`src/rtl/led_sequence_scheduler.sv`:
```
// Keypad LED scheduler: arbitrates key echo, "correct" and "wrong" animations
// and drives the packed 12-slot LED value bus (slot k at bits [4k-1:4k-4]).
//
//   state   | meaning
//   --------+-------------------------------------------------------------
//   IDLE    | all slots dark, waiting for a request or a valid key
//   ECHO    | last valid key shown in its own slot until the first tick
//   CORRECT | alternating odd/even pattern on slots 1..6, CORRECT_TICKS long
//   WRONG   | all-on / all-off flash, WRONG_TICKS long, preemptable by correct
module led_sequence_scheduler #(
    parameter int TICK_DIV      = 25000000,
    parameter int CORRECT_TICKS = 6,
    parameter int WRONG_TICKS   = 4
) (
    input  logic        CLOCK_50,
    input  logic        resetn,
    input  logic        key_valid,
    input  logic [3:0]  key_code,
    input  logic        req_correct,
    input  logic        req_wrong,
    output logic [47:0] led_values,
    output logic [1:0]  mode,
    output logic        busy,
    output logic        anim_done
);

    localparam int TDW    = (TICK_DIV > 1) ? $clog2(TICK_DIV) : 1;
    localparam int MAXT   = (CORRECT_TICKS > WRONG_TICKS) ? CORRECT_TICKS : WRONG_TICKS;
    localparam int CNT_W  = $clog2(MAXT + 1);

    localparam logic [TDW-1:0]   TICK_LAST    = TDW'(TICK_DIV - 1);
    localparam logic [CNT_W-1:0] CORRECT_LAST = CNT_W'(CORRECT_TICKS - 1);
    localparam logic [CNT_W-1:0] WRONG_LAST   = CNT_W'(WRONG_TICKS - 1);

    typedef enum logic [1:0] {
        IDLE    = 2'b00,
        ECHO    = 2'b01,
        CORRECT = 2'b10,
        WRONG   = 2'b11
    } state_t;

    state_t           state, state_nxt;
    logic [TDW-1:0]   tick_cnt, tick_cnt_nxt;
    logic [CNT_W-1:0] tick_num, tick_num_nxt;
    logic             phase, phase_nxt;
    logic [3:0]       key, key_nxt;
    logic             done_nxt;
    logic             restart;
    logic             tick;
    logic             key_ok;
    logic [47:0]      led_nxt;

    assign tick   = (tick_cnt == TICK_LAST);
    assign key_ok = key_valid && (key_code >= 4'd1) && (key_code <= 4'd12);
    assign mode   = state;

    // LED image for a given state/phase/key; computed from next-state values
    // so the registered bus lines up with the registered mode.
    function automatic logic [47:0] leds_for(input state_t st, input logic ph,
                                             input logic [3:0] k_code);
        logic [47:0] v;
        v = '0;
        for (int k = 0; k < 12; k++) begin
            case (st)
                ECHO:    if (k_code == 4'(k + 1)) v[4*k +: 4] = k_code;
                CORRECT: if (k < 6) v[4*k +: 4] = ph ? 4'(2*k + 2) : 4'(2*k + 1);
                WRONG:   if (!ph) v[4*k +: 4] = 4'hF;
                default: ;
            endcase
        end
        return v;
    endfunction

    // Next-state, tick/phase bookkeeping and completion pulse.
    always_comb begin
        state_nxt    = state;
        tick_cnt_nxt = tick ? '0 : tick_cnt + TDW'(1);
        tick_num_nxt = tick_num;
        phase_nxt    = phase;
        key_nxt      = key;
        done_nxt     = 1'b0;
        restart      = 1'b0;

        case (state)
            IDLE: begin
                if (req_correct)    state_nxt = CORRECT;
                else if (req_wrong) state_nxt = WRONG;
                else if (key_ok) begin
                    state_nxt = ECHO;
                    key_nxt   = key_code;
                end
            end
            ECHO: begin
                if (req_correct)    state_nxt = CORRECT;
                else if (req_wrong) state_nxt = WRONG;
                else if (key_ok) begin
                    // a fresh key replaces the shown one and restarts its timer
                    key_nxt = key_code;
                    restart = 1'b1;
                end
                else if (tick)      state_nxt = IDLE;
            end
            CORRECT: begin
                if (tick) begin
                    if (tick_num == CORRECT_LAST) begin
                        state_nxt = IDLE;
                        done_nxt  = 1'b1;
                    end else begin
                        phase_nxt    = ~phase;
                        tick_num_nxt = tick_num + CNT_W'(1);
                    end
                end
            end
            WRONG: begin
                if (req_correct) state_nxt = CORRECT;
                else if (tick) begin
                    if (tick_num == WRONG_LAST) begin
                        state_nxt = IDLE;
                        done_nxt  = 1'b1;
                    end else begin
                        phase_nxt    = ~phase;
                        tick_num_nxt = tick_num + CNT_W'(1);
                    end
                end
            end
            default: state_nxt = IDLE;
        endcase

        // every state entry (and echo re-entry) starts a clean timeline
        if (restart || (state_nxt != state)) begin
            tick_cnt_nxt = '0;
            tick_num_nxt = '0;
            phase_nxt    = 1'b0;
        end

        led_nxt = leds_for(state_nxt, phase_nxt, key_nxt);
    end

    // State, timers and registered outputs.
    always_ff @(posedge CLOCK_50 or negedge resetn) begin
        if (!resetn) begin
            state      <= IDLE;
            tick_cnt   <= '0;
            tick_num   <= '0;
            phase      <= 1'b0;
            key        <= '0;
            led_values <= '0;
            busy       <= 1'b0;
            anim_done  <= 1'b0;
        end else begin
            state      <= state_nxt;
            tick_cnt   <= tick_cnt_nxt;
            tick_num   <= tick_num_nxt;
            phase      <= phase_nxt;
            key        <= key_nxt;
            led_values <= led_nxt;
            busy       <= (state_nxt != IDLE);
            anim_done  <= done_nxt;
        end
    end

endmodule

```
`config.mk`:
```
export PLATFORM = sky130hd
export DESIGN_NAME = led_sequence_scheduler
export DESIGN_NICKNAME = d
export VERILOG_FILES = /design/src/rtl/led_sequence_scheduler.sv
export SDC_FILE = /design/constraint.sdc
export NUM_CORES = 1
export LEC_CHECK = 0
export ABC_CLOCK_PERIOD_IN_PS = 7000
export CAP_MARGIN = 15
export CORE_ASPECT_RATIO = 1.4
export CORE_MARGIN = 3
export CORE_UTILIZATION = 29
export CTS_CLUSTER_DIAMETER = 120
export DETAILED_ROUTE_END_ITERATION = 7
export PLACE_DENSITY = 0.55
export SYNTH_ARGS = -nofsm -noshare
export SYNTH_HDL_FRONTEND = slang
export SYNTH_SLANG_ARGS = --single-unit
```
`constraint.sdc`:
```
create_clock -name CLOCK_50 -period 7 [get_ports CLOCK_50]
set_input_delay 1.4 -clock CLOCK_50 [delete_from_list [all_inputs] [get_ports CLOCK_50]]
set_output_delay 1.4 -clock CLOCK_50 [all_outputs]
set_load 0.005 [all_outputs]
```
# --- After elaboration in Yosys (flattened, before gate mapping) ---
# Cells that the tools add are included.
classes:
  n_addsub: 2
  magnitude_cmp: 2
  eq_ne: 27
  mux: 74
  bitwise_logic: 1
  reduce_logical: 8
op_table:
  columns: ["cell", "n"]
  rows:
  - ["4-bit two-way mux", 18]
  - ["4-bit case mux with 3 select lines", 6]
  - ["25-bit two-way mux", 2]
  - ["4-bit case mux with 2 select lines", 6]
  - ["2-bit two-way mux", 15]
  - ["25-bit by 1-bit adder with 25-bit output (second input constant)", 1]
  - ["25-bit equality test (second input constant)", 1]
  - ["3-bit two-way mux", 8]
  - ["4-bit equality test (second input constant)", 5]
  - ["4-bit by 3-bit equality test with 1-bit output (second input constant)", 4]
  - ["1-bit two-way mux", 15]
  - ["3-bit != test (second input constant)", 5]
  - ["2-bit equality test (second input constant)", 4]
  - ["4-bit by 2-bit equality test with 1-bit output (second input constant)", 2]
  - ["2-bit case mux with 4 select lines", 1]
  - ["3-bit case mux with 2 select lines", 1]
  - ["6-bit AND reduction", 1]
  - ["2-bit by 1-bit equality test with 1-bit output (second input constant)", 2]
  - ["4-bit by 1-bit equality test with 1-bit output (second input constant)", 1]
  - ["4-bit by 1-bit greater-or-equal comparator with 1-bit output (second input constant)", 1]
  - ["4-bit less-or-equal comparator (second input constant)", 1]
  - ["1-bit case mux with 2 select lines", 2]
  - ["3-bit by 1-bit adder with 3-bit output (second input constant)", 1]
  - ["3-bit by 2-bit equality test with 1-bit output (second input constant)", 1]
  - ["other kinds (9)", 10]
word_totals:
  ff_bits: 85
  input_bits: 9
  wordCells: 122

# --- Logic depth before layout (Yosys ltp) ---
depth:
  ltp_word: 12
  ltp_mapped: 9

# --- Worst setup path after synthesis ---
# No wires, ideal clock.
synth_path:
  path_type: "input -> register"
  start: "input port key_code[3]"
  end: "register led_values[11]"
  t_arrival_ps: 3302
  t_required_ps: 6929
  setup_slack_ps: 3627
  stages: 8
  path_buffers: 2
  cell_sequence: "or4_4 a311o_1 a211oi_2 nor2_1 a211o_1 buf_2 buf_6 nor2_2"
synth_via:
  elab_chain_len: 12
synth_rtl:
  columns: ["item", "line_no", "text"]
  rows:
  - ["from (decl)", "18", "input logic [3:0] key_code,"]
  - ["4-bit by 1-bit greater-or-equal comparator with 1-bit output", "54", "assign key_ok = key_valid && (key_code >= 4'd1) && (key_code <= 4'd12);"]
  - ["1-bit logical AND (2 in series)", "54", null]
  - ["2-bit two-way mux (on tied branches)", "96, 88", null]
  - ["2-bit two-way mux (on tied branches)", "95, 87", null]
  - ["2-bit two-way mux (on tied branches)", "94, 86", null]
  - ["2-bit case mux with 4 select lines", "84", "case (state)"]
  - ["2-bit != test", "130", "if (restart || (state_nxt != state)) begin"]
  - ["1-bit logical OR", "130", null]
  - ["1-bit two-way mux", "130", null]
  - ["4-bit two-way mux", "67", "WRONG: if (!ph) v[4*k +: 4] = 4'hF;"]
  - ["4-bit case mux with 3 select lines *", "64", "case (st)"]
  - ["named net led_nxt[11]", "51", "logic [47:0] led_nxt;"]
  - ["to (signal assigned)", "156", "led_values <= led_nxt;"]
  - ["to (decl)", "21", "output logic [47:0] led_values,"]
# The timed path passes the listed nets; every way through them passes the cells marked *.
# A chain may end at the register's enable or synchronous reset.

# --- Worst setup path after layout ---
layout_path:
  start: "input port req_correct"
  end: "register led_values[9]"
layout_via:
  elab_chain_len: 7
layout_rtl:
  columns: ["item", "line_no", "text"]
  rows:
  - ["from (decl)", "19", "input logic req_correct,"]
  - ["2-bit two-way mux (on tied branches)", "115, 86, 94", null]
  - ["2-bit case mux with 4 select lines", "84", null]
  - ["2-bit != test", "130", null]
  - ["1-bit logical OR", "130", null]
  - ["1-bit two-way mux", "130", null]
  - ["4-bit two-way mux / 2-bit two-way mux (equally long branches)", "67, 66", null]
  - ["4-bit case mux with 3 select lines *", "64", null]
  - ["named net led_nxt[9]", "51", null]
# Marked as above.

==> impl_metrics.tcl <==
set metrics [dict create \
    layout_commonest_cell "sky130_fd_sc_hd__dfrtp_1" \
    drt-vias-per-instance 4.78 \
    drt_first_pass_iters 4 \
    ys_seq_area_share_pct 59.0 \
    worst_hold_path.endpoint "tick_cnt[0]" \
    drc 0 \
    least_margin_pin_slew_ns 1.05 \
    synth-edff-count 0 \
    cp_num_cells 6 \
    postSynth.asyncResetShare_pct 100 \
    floorplan.rows 47 \
    clock_tree.buffer_depth 2 \
    tritoncts_clock_tree "yes" \
    drive_gt1_share_pct 9.00 \
    static-leakage-power_nw 1.97 \
    crit_start "req_correct" \
    core_um2 12000 \
    r2r_setup_slack_ns 3.75 \
    r2r.worst_path.cells 9 \
    avgSynthCellArea_um2 10.7 \
    worst_path_most_repeated_cell "sky130_fd_sc_hd__o21ai_0" \
    wirelength_um 8310 \
    worst_hold_path_type "reg -> reg" \
    rel_slew_slack_pct 29.9 \
    netlist_area_um2 3600 \
    outcome "complete, no violations" \
    startpoint_type "input pin" \
    cts_inserted_buffers 9 \
    synth_cell_type_count 51 \
    grt_use_total_pct 12.6 \
    path_delay_family "simple AND/OR/NAND/NOR gates" \
    diodes 0 \
    mappedNetlistNets 350 \
    reg2reg_to "led_values[9]" \
    area_delta_synth_final_pct 28.6 \
    syn_inst 337 \
    die_width_um 100 \
    clock_insertion_delay_worst_skew_ns 0.34 \
    gp_routability_congestion 0.787 \
    first_iter_violations 145 \
    criticalPathCategory "in -> reg" \
    worstPathCellList "clkdlybuf4s50_1 -> nor3_1 -> nand4_1 -> o21ai_0 -> or4bb_1 -> o21ai_0" \
    worst_hold_path.num_cells 1 \
    power-per-cell-area_nw_per_um2 233 \
    setup_total_negative_slack_ns 0 \
    cts_resized 0 \
    dp.final_hpwl_um 5630 \
    report.final.slew_viol_count 0 \
    critical-path-max-stage-delay_ns 0.75 \
    setup_violations 0 \
    critical_path_required_ns 7.25 \
    initial_core_util_pct 30.0 \
    timing.clock.skew_ns 0.00751 \
    via_count 2616 \
    die_area_um2 13800 \
    mostFrequentLayoutCells "sky130_fd_sc_hd__dfrtp_1 (85), sky130_fd_sc_hd__clkdlybuf4s50_1 (59), sky130_fd_sc_hd__nor2_1 (49)" \
    finalWorstPathRequiredPeriod_ns 4.07 \
    grt_pass1_wl_um 13500 \
    clock_transition_at_the_registers_of_the_reported_paths_ns 0.06 \
    timing.hold.worst.start "tick_cnt[0]" \
    io_pins 61 \
    placement.io_buffers 60 \
    grt_antenna_before_repair 0 \
    nNetsFinal 408 \
    synth_seq_cells 85 \
    grt_start_max_net_pins 86 \
    maxClockFrequency_ghz 0.246 \
    ctsHoldBuffers 0 \
    cts.root.buffer_cell "sky130_fd_sc_hd__clkbuf_16" \
    cp_max_fo 20 \
    yosys_warnings 0 \
    cts_post_setup_buffers_inserted 0 \
    overflow 0 \
    final_design_area_no_fill_um2 4630 \
    cts_sinks 85 \
    antenna_left 0 \
    grt_setup_unrepaired "false" \
    vias_in_the_first_global_route 2659 \
    predominant_post_synthesis_flop_cell "sky130_fd_sc_hd__dfrtp_1" \
    timing.max_cap.violations 0 \
    peakVddDrop_mv 0.128 \
    critPathBufInv 1 \
    dieHeight_um 138 \
    timing.critical_path.arrival_ns 4.32 \
    startpoint_of_the_worst_register_to_register_path "tick_cnt[0]" \
    avgRoutedWirePerCell_um 15.2 \
    hold_violations 0 \
    final.period_utilization_pct 58.1 \
    timing.critical_path.to_type "register" \
    cts_htree_levels 3 \
    standard_cell_with_the_maximum_stage_delay_on_the_critical_path "sky130_fd_sc_hd__nand4_1" \
    dpl_cell_area_um2 4330 \
]
[synth_stat cells, types with 2 or more instances]
cell	n	share of area [%]
sky130_fd_sc_hd__a211oi_1	2	0.42
sky130_fd_sc_hd__a21oi_1	21	2.9
sky130_fd_sc_hd__and3_1	7	1.2
sky130_fd_sc_hd__and3b_1	2	0.49
sky130_fd_sc_hd__buf_2	2	0.28
sky130_fd_sc_hd__clkbuf_1	12	1.3
sky130_fd_sc_hd__dfrtp_1	85	59
sky130_fd_sc_hd__ha_1	4	1.4
sky130_fd_sc_hd__inv_1	12	1.3
sky130_fd_sc_hd__mux2_2	4	1.3
sky130_fd_sc_hd__nand2_1	22	2.3
sky130_fd_sc_hd__nand2b_1	4	0.69
sky130_fd_sc_hd__nand3_1	15	2.1
sky130_fd_sc_hd__nand3b_1	5	1.0
sky130_fd_sc_hd__nand4_1	6	1.0
sky130_fd_sc_hd__nand4b_1	2	0.49
sky130_fd_sc_hd__nor2_1	49	5.1
sky130_fd_sc_hd__nor2_2	4	0.69
sky130_fd_sc_hd__nor3_1	7	0.97
sky130_fd_sc_hd__o211ai_1	2	0.42
sky130_fd_sc_hd__o21a_1	2	0.42
sky130_fd_sc_hd__o21ai_0	17	2.4
sky130_fd_sc_hd__or3_1	2	0.35
sky130_fd_sc_hd__or4_4	2	0.63
sky130_fd_sc_hd__xnor2_1	13	3.2
sky130_fd_sc_hd__xor2_1	9	2.2
[power by group]
group	switching, mW	total (mW)	internal (mW)
clock network	0.195	0.472	0.277
registers	0.0227	0.535	0.512
logic	0.0389	0.0708	0.0318
[state kept, by name, indices dropped and copies added, names as in the netlist]
name        flops
anim_done       1
busy            1
key             4
led_values     48
mode            2
phase           1
tick_cnt       25
tick_num        3
[kinds of logic after synthesis]
family | Yosys count | synth area share [%]
simple gates | 138 | 19.7
flops | 85 | 59.0
compound gates | 56 | 9.76
buf+inv | 27 | 3.09
xor+xnor | 23 | 5.80
mux | 4 | 1.25
fa+ha+maj | 4 | 1.39
[worst max path at each step]
stage,to
after CTS,led_values[9]
after detailed placement,led_values[9]
after floorplan,led_values[11]
final,led_values[9]
after global routing,led_values[9]
after global placement,led_values[9]
[per-layer routing]
| metal | up-vias | GRT usage, % | routed length [um] |
|---|---|---|---|
| met5 | - | 0 | 0 |
| met4 | 0 | 4.94 | 130 |
| met3 | 11 | 4.33 | 458 |
| met2 | 44 | 20.3 | 4040 |
| met1 | 1291 | 15.4 | 3680 |
| li1 | 1270 | - | - |
[metrics by stage]
step           hold slack [ns]  worst slack [ns]  utilization [%]  power [mW]  std cells
2_1_floorplan            0.455              3.63                -       0.587        337
3_3_place_gp             0.470              2.74             36.1       0.614        531
3_5_place_dp             0.488              2.65             36.1       0.616        531
4_1_cts                  0.495              2.96             38.6        1.09        547
5_1_grt                  0.505              2.62             38.6        1.13        547
6_report                 0.493              2.93             38.6        1.08        547
[final cells by class]
| type | count | area, um2 |
|---|---|---|
| Multi-Input combinational cell | 225 | 1360 |
| Fill cell | 1201 | 7360 |
| Sequential cell | 85 | 2130 |
| Clock buffer | 9 | 225 |
| Tap cell | 147 | 184 |
| Inverter | 12 | 45.0 |
| Clock inverter | 7 | 73.8 |
| Timing Repair Buffer | 62 | 613 |
Power figures use the tool's default switching activity.
